[src/rtl/fwft_frame_reader_pkg.sv]
// ============================================================================
// Module   : fwft_frame_reader_pkg
// Purpose  : Shared types and header field positions for the FWFT frame reader.
// Revision : 1.0 - initial release
// ============================================================================
`timescale 1ns/1ps
`default_nettype none

package fwft_frame_reader_pkg;

    typedef enum logic [0:0] {
        HDR     = 1'b0,
        PAYLOAD = 1'b1
    } state_t;

    localparam int LEN_LSB  = 0;
    localparam int LEN_W    = 16;
    localparam int USER_LSB = 16;

    localparam int ENTRY_DATA_W = 64;
    localparam int ENTRY_USER_W = 48;

    typedef struct packed {
        logic [ENTRY_DATA_W-1:0] data;
        logic [ENTRY_USER_W-1:0] user;
        logic                    last;
    } skid_entry_t;

endpackage

`default_nettype wire

[src/rtl/fwft_frame_reader_skid_buf2.sv]
// ============================================================================
// Module   : skid_buf2
// Purpose  : Generic 2-entry valid/ready buffer with registered head and
//            exposed occupancy.
// Revision : 1.0 - initial release
// ============================================================================
`timescale 1ns/1ps
`default_nettype none

module skid_buf2 #(
    parameter int WIDTH = 8
) (
    input  logic             clk,
    input  logic             srst,
    input  logic [WIDTH-1:0] i_data,
    input  logic             i_valid,
    output logic             o_ready,
    output logic [WIDTH-1:0] o_data,
    output logic             o_valid,
    input  logic             i_ready,
    output logic [1:0]       o_occ
);

    logic [WIDTH-1:0] r_head;
    logic [WIDTH-1:0] r_tail;
    logic [1:0]       r_occ;
    logic             w_push;
    logic             w_pop;

    assign o_ready = (r_occ != 2'd2);
    assign o_valid = (r_occ != 2'd0);
    assign o_data  = r_head;
    assign o_occ   = r_occ;

    assign w_push = i_valid & o_ready;
    assign w_pop  = o_valid & i_ready;

    always_ff @(posedge clk) begin
        if (srst) begin
            r_head <= '0;
            r_tail <= '0;
            r_occ  <= 2'd0;
        end else begin
            case ({w_push, w_pop})
                2'b10: begin
                    if (r_occ == 2'd0) begin
                        r_head <= i_data;
                    end else begin
                        r_tail <= i_data;
                    end
                    r_occ <= r_occ + 2'd1;
                end
                2'b01: begin
                    r_head <= r_tail;
                    r_occ  <= r_occ - 2'd1;
                end
                2'b11: begin
                    // Occupancy is unchanged; the new word lands behind whatever remains.
                    if (r_occ == 2'd1) begin
                        r_head <= i_data;
                    end else begin
                        r_head <= r_tail;
                        r_tail <= i_data;
                    end
                end
                default: begin
                end
            endcase
        end
    end

endmodule

`default_nettype wire

[src/rtl/fwft_frame_reader.sv]
// ============================================================================
// Module   : fwft_frame_reader
// Purpose  : Drains a FWFT FIFO of length-prefixed frames, strips the header
//            and streams payload with per-word sideband and last flag.
// Revision : 1.0 - initial release
// ============================================================================
`timescale 1ns/1ps
`default_nettype none

module fwft_frame_reader #(
    parameter int DATA_W = 64,
    parameter int LEN_W  = 16,
    parameter int USER_W = 48
) (
    input  logic              clk,
    input  logic              srst,
    input  logic [DATA_W-1:0] fifo_dout,
    input  logic              fifo_empty,
    output logic              fifo_rd_en,
    output logic [DATA_W-1:0] m_data,
    output logic [USER_W-1:0] m_user,
    output logic              m_last,
    output logic              m_valid,
    input  logic              m_ready,
    output logic [31:0]       frame_count,
    output logic [15:0]       zero_len_count,
    output logic              busy
);

    import fwft_frame_reader_pkg::state_t;
    import fwft_frame_reader_pkg::HDR;
    import fwft_frame_reader_pkg::PAYLOAD;
    import fwft_frame_reader_pkg::LEN_LSB;
    import fwft_frame_reader_pkg::USER_LSB;
    import fwft_frame_reader_pkg::skid_entry_t;

    localparam int c_entry_w = $bits(skid_entry_t);

    state_t            r_state;
    logic [LEN_W-1:0]  r_remain;
    logic [USER_W-1:0] r_user;
    logic [31:0]       r_frame_count;
    logic [15:0]       r_zero_len_count;

    logic [LEN_W-1:0]  w_hdr_len;
    logic [USER_W-1:0] w_hdr_user;
    logic              w_last_word;
    logic              w_push;
    logic              w_skid_ready;
    logic              w_out_fire;
    logic [1:0]        w_occ;
    skid_entry_t       w_push_entry;
    skid_entry_t       w_head_entry;

    assign w_hdr_len   = fifo_dout[LEN_LSB +: LEN_W];
    assign w_hdr_user  = fifo_dout[USER_LSB +: USER_W];
    assign w_last_word = (r_remain == LEN_W'(1));

    // Gated only by buffer room, so m_ready never reaches the FIFO pop.
    assign fifo_rd_en = ~fifo_empty & w_skid_ready & ~srst;
    assign w_push     = fifo_rd_en & (r_state == PAYLOAD);

    assign w_push_entry = '{data: fifo_dout, user: r_user, last: w_last_word};

    skid_buf2 #(
        .WIDTH (c_entry_w)
    ) u_skid (
        .clk     (clk),
        .srst    (srst),
        .i_data  (w_push_entry),
        .i_valid (w_push),
        .o_ready (w_skid_ready),
        .o_data  (w_head_entry),
        .o_valid (m_valid),
        .i_ready (m_ready),
        .o_occ   (w_occ)
    );

    assign m_data     = w_head_entry.data;
    assign m_user     = w_head_entry.user;
    assign m_last     = w_head_entry.last;
    assign w_out_fire = m_valid & m_ready;

    assign frame_count    = r_frame_count;
    assign zero_len_count = r_zero_len_count;
    assign busy           = (r_state == PAYLOAD) || (w_occ != 2'd0);

    always_ff @(posedge clk) begin
        if (srst) begin
            r_state          <= HDR;
            r_remain         <= '0;
            r_user           <= '0;
            r_frame_count    <= '0;
            r_zero_len_count <= '0;
        end else begin
            if (w_out_fire && m_last) begin
                r_frame_count <= r_frame_count + 32'd1;
            end
            if (fifo_rd_en) begin
                case (r_state)
                    HDR: begin
                        r_user <= w_hdr_user;
                        if (w_hdr_len == '0) begin
                            if (r_zero_len_count != 16'hFFFF) begin
                                r_zero_len_count <= r_zero_len_count + 16'd1;
                            end
                        end else begin
                            r_remain <= w_hdr_len;
                            r_state  <= PAYLOAD;
                        end
                    end
                    PAYLOAD: begin
                        r_remain <= r_remain - LEN_W'(1);
                        if (w_last_word) begin
                            r_state <= HDR;
                        end
                    end
                    default: begin
                        r_state <= HDR;
                    end
                endcase
            end
        end
    end

endmodule

`default_nettype wire

[config.mk]
export PLATFORM = sky130hd
export DESIGN_NAME = fwft_frame_reader
export DESIGN_NICKNAME = d
export VERILOG_FILES = /design/src/rtl/fwft_frame_reader_pkg.sv /design/src/rtl/fwft_frame_reader_skid_buf2.sv /design/src/rtl/fwft_frame_reader.sv
export SDC_FILE = /design/constraint.sdc
export NUM_CORES = 1
export LEC_CHECK = 0
export ABC_CLOCK_PERIOD_IN_PS = 7560
export BUFFER_PORTS_ARGS = -buffer_cell sky130_fd_sc_hd__buf_2
export CORE_MARGIN = 1
export CORE_UTILIZATION = 60
export DETAILED_ROUTE_END_ITERATION = 8
export GPL_TIMING_DRIVEN = 0
export HOLD_SLACK_MARGIN = 0.08
export PLACE_DENSITY = 0.84
export SLEW_MARGIN = 20
export SYNTH_ARGS = -nofsm -noshare
export SYNTH_HDL_FRONTEND = slang
export SYNTH_SLANG_ARGS = --single-unit
[constraint.sdc]
create_clock -name clk -period 7.56 [get_ports clk]
set_input_delay 2.268 -clock clk [delete_from_list [all_inputs] [get_ports clk]]
set_output_delay 2.268 -clock clk [all_outputs]
set_load 0.03 [all_outputs]
==> metrics.md <==
| Metric | Value |
|---|---|
| Clk root buf | `clkbuf_16` |
| Switching Fraction | `between 30% and 40%` |
| CP dominant cell by count | `buf_2` |
| H-Tree Depth | `2` |
| Die width | `~150 µm` |
| Clock Latency Late Sink | `between 0.5 and 0.6 ns` |
| Placer Congestion | `between 0.9 and 1` |
| Initial Util | `between 60 and 70%` |
| Clk network pwr share | `30.7%` |
| Remaining Overflow, GRT | `0` |
| Setup ws final | `approximately 1.9 ns` |
| Synth Area in XOR/XNOR | `under 10%` |
| Initial antenna violation count | `3` |
| YS warnings | `0` |
| Pleak | `6.17 nW` |
| Vias in the first global route | `around 13000` |
| CTS tree | `done` |
| Maximum number of pins on one net before global-route repair | `16` |
| Final setup fails | `0` |
| Min cycle time layout | `roughly 5.7 ns` |
| Ys flop type | `dfxtp_1` |
| Number of max-cap violations | `0` |
| Gate power share | `a little under a third` |
| # DRC | `13` |
| RSZ-0062 raised after global routing | `no` |
| Cells after Synth | `~1700` |
| Final slew viol count | `0` |
| Crit Path Max Fanout | `10` |
| Reg2Reg Setup Slack | `~3.8 ns` |
| First-pass GRT wire length | `between 60000 and 70000 µm` |
| Crit path kind | `in -> out` |
| Worst IR Drop VDD | `0.000250 V` |
| I/O Pins | `approximately 230` |
| Nets | `1998` |
| Layout cell share with drive strength beyond 1 | `about 17%` |
| Area Growth Syn to Fin | `20.3%` |
| Core area | `22000 µm²` |
| Total CTS buffers | `35` |
| Drt pass-1 iters | `9` |
| Port Buffers | `230` |
| WP data required | `roughly 5.3 ns` |
| Synth area leader | `dfxtp_1` |
| Setup TNS | `0 ns` |
| Post-CTS Setup Inserts | `0` |
| Rows | `between 50 and 60` |
| Worst path bufs/invs | `3` |
| HP Class | `reg -> reg` |
| Clk sinks | `~340` |
| Mapped cell area | `about 14000 µm²` |
| Power Internal | `around 3.8 mW` |
| Sequential power share | `37.5%` |
| Initial drt markers | `between 1500 and 2000` |
| Cts hold-fix bufs | `0` |
| Routed Antenna Nets | `0` |
| Via count | `around 14000` |
| Crit end category | `output port` |
| Top cells by area, synth | `dfxtp_1 50%, nand2_1 9.9%, a221oi_1 7.4%` |
| Crit path max-delay cell type | `clkbuf_1` |
| Critical Path Start Type | `primary input` |
| Die ar. | `between 20000 and 25000 µm²` |
| Detailed Place HPWL | `approximately 28000 µm` |
| Asr flop ratio synth | `0%` |
| Worst path cell trace | `buf_2 -> nor3_2 -> clkbuf_1 -> buf_2` |
| Mux contribution to synthesized area | `0.618%` |
| Yosys reg bits | `approximately 340` |
| DRT Wirelength | `about 40000 µm` |
| Post-synthesis sequential area ratio | `slightly above 50%` |
| Actual slew at the worst max-slew pin | `between 1 and 1.5 ns` |
| Vias per cell | `roughly 6.2` |
| Final Cycle Share | `75.5%` |
| Total GRT Usage | `about a third` |
| Top-area cell type share of the netlist area | `between 50% and 60%` |
| Synth Area in Compound Gates | `between 10% and 20%` |
| Worst-path clk slew | `around 0.060 ns` |
| Pre-CTS setup slack | `~1.9 ns` |
| Most frequent cell after synthesis | `nand2_1` |
| Simple-Gate Fraction of Synth Area | `about a quarter` |
| Violated checks | `DRC` |
| Syn avg cell area | `between 8 and 9 µm²` |
| Post-CTS Resized | `0` |
| Status | `finished with violations` |
| Rel. slew slack | `30.5%` |
| CTS max path bufs | `3` |
| Crit-path max cell delay | `between 0.4 and 0.5 ns` |
| Hold violation count in the final report | `0` |
| PD cells | `370 nW/µm²` |
| Main combinational cell family by area after synthesis | `simple AND/OR/NAND/NOR gates` |
| Post-synth top cells | `358 x nand2_1, 341 x dfxtp_1, 176 x a21oi_1, 176 x nor2_1, 133 x nor3_1` |
| Net Sw Power | `2.26 mW` |
| Layout Skew | `0.0186 ns` |
| Synth Area in Adders | `less than 1%` |
| Crit path DAT | `between 3 and 4 ns` |
| EDFF count, synth | `0` |
| Die Y | `152 µm` |
| F_max | `~0.18 GHz` |
| Syn_nets | `1731` |
| WL/cell | `between 15 and 20 µm` |
| Yosys cell types | `52` |
| CP top delay family | `buffers and inverters` |
power groups by stage:
stage	Clock [mW]	Sequential (mW)	Combinational, mW
after global placement	0	2.28	1.84
after floorplan	0	2.69	0.889
after CTS	1.86	2.26	1.89
after global routing	1.93	2.29	2.06
after detailed placement	0	2.30	1.87
final	1.85	2.26	1.92
per-layer routing:
metal	global-route usage, %	share of wire [%]
met5	0	0.027
met3	4.75	9.0
met4	15.2	3.8
met2	55.6	45
met1	46.3	42
stage by stage:
step / utilization [%] / total power, mW / std cells / hold slack (ns) / instance area, µm²
3_5_place_dp: 68.5 / 4.17 / 2163 / 0.446 / 15100
3_3_place_gp: 68.5 / 4.12 / 2163 / 0.441 / 15100
2_1_floorplan: - / 3.58 / 1653 / 0.436 / 13600
5_1_grt: 74.1 / 6.29 / 2227 / 0.471 / 16300
6_report: 74.1 / 6.03 / 2227 / 0.456 / 16300
4_1_cts: 74.1 / 6.01 / 2225 / 0.455 / 16300
layout make-up:
cell class	instances	area [µm²]
sequential	341	6830
multi-input combinational	1159	6150
fill	1685	5700
timing repair buffer	230	1150
clock buffer	46	988
buffer	134	531
tap	280	350
clock inverter	16	256
inverter	19	71.3
antenna	2	5.00
final timing paths:
| path | start | endpoint | depth (start not counted) |
|---|---|---|---|
| worst min register to register | u_skid.r_tail[58]$_SDFFE_PP0P_ | u_skid.r_tail[58]$_SDFFE_PP0P_ | 2 |
| worst min-delay path | u_skid.r_tail[58]$_SDFFE_PP0P_ | u_skid.r_tail[58]$_SDFFE_PP0P_ | 2 |
| worst max register to register | u_skid.o_occ[0]$_SDFFE_PP0P_ | u_skid.o_data[65]$_SDFFE_PP0P_ | 12 |
| worst max-delay path | fifo_empty | fifo_rd_en | 4 |
flip-flops by register name, summed over array words and instances (netlist names):
signal / cells
frame_count: 32
r_remain: 16
r_state: 1
r_user: 48
u_skid.o_data: 113
u_skid.o_occ: 2
u_skid.r_tail: 113
zero_len_count: 16
tightest hold or removal path, delay by kind of cell, from the launching register on:
kind,cells,cell delay (ns)
DFF,1,0.31
and+or+nand+nor,1,0.05
AOI/OAI and AO/OA,1,0.05
cell usage in the layout, fill, tap and decap left out, types with 5 or more instances in the layout:
cell,netlist,layout
inv_1,16,16
a21oi_1,176,176
xor2_1,7,7
nand2_1,358,358
nor4_1,23,23
buf_1,9,9
o21ai_0,9,9
dfxtp_1,341,341
a221oi_1,114,114
nand3_1,23,23
nor3_1,133,133
xnor2_1,39,39
nor2_1,176,176
clkbuf_16,0,36
buf_2,22,252
clkbuf_8,0,5
bufinv_16,0,6
ha_1,10,10
a211oi_1,10,10
and4_1,8,8
clkbuf_1,103,108
mux2i_1,5,5
nand4_1,15,15
cells by family (layout without fill, tap and decap cells):
logic type	after synthesis	count (layout)
and+or+nand+nor	764	764
AOI/OAI and AO/OA	331	331
DFF	341	341
xor gates and xnor gates	46	46
other	0	2
buffers and inverters	153	445
muxes	8	8
adders and majority gates	10	10
Power figures use the tool's default switching activity.
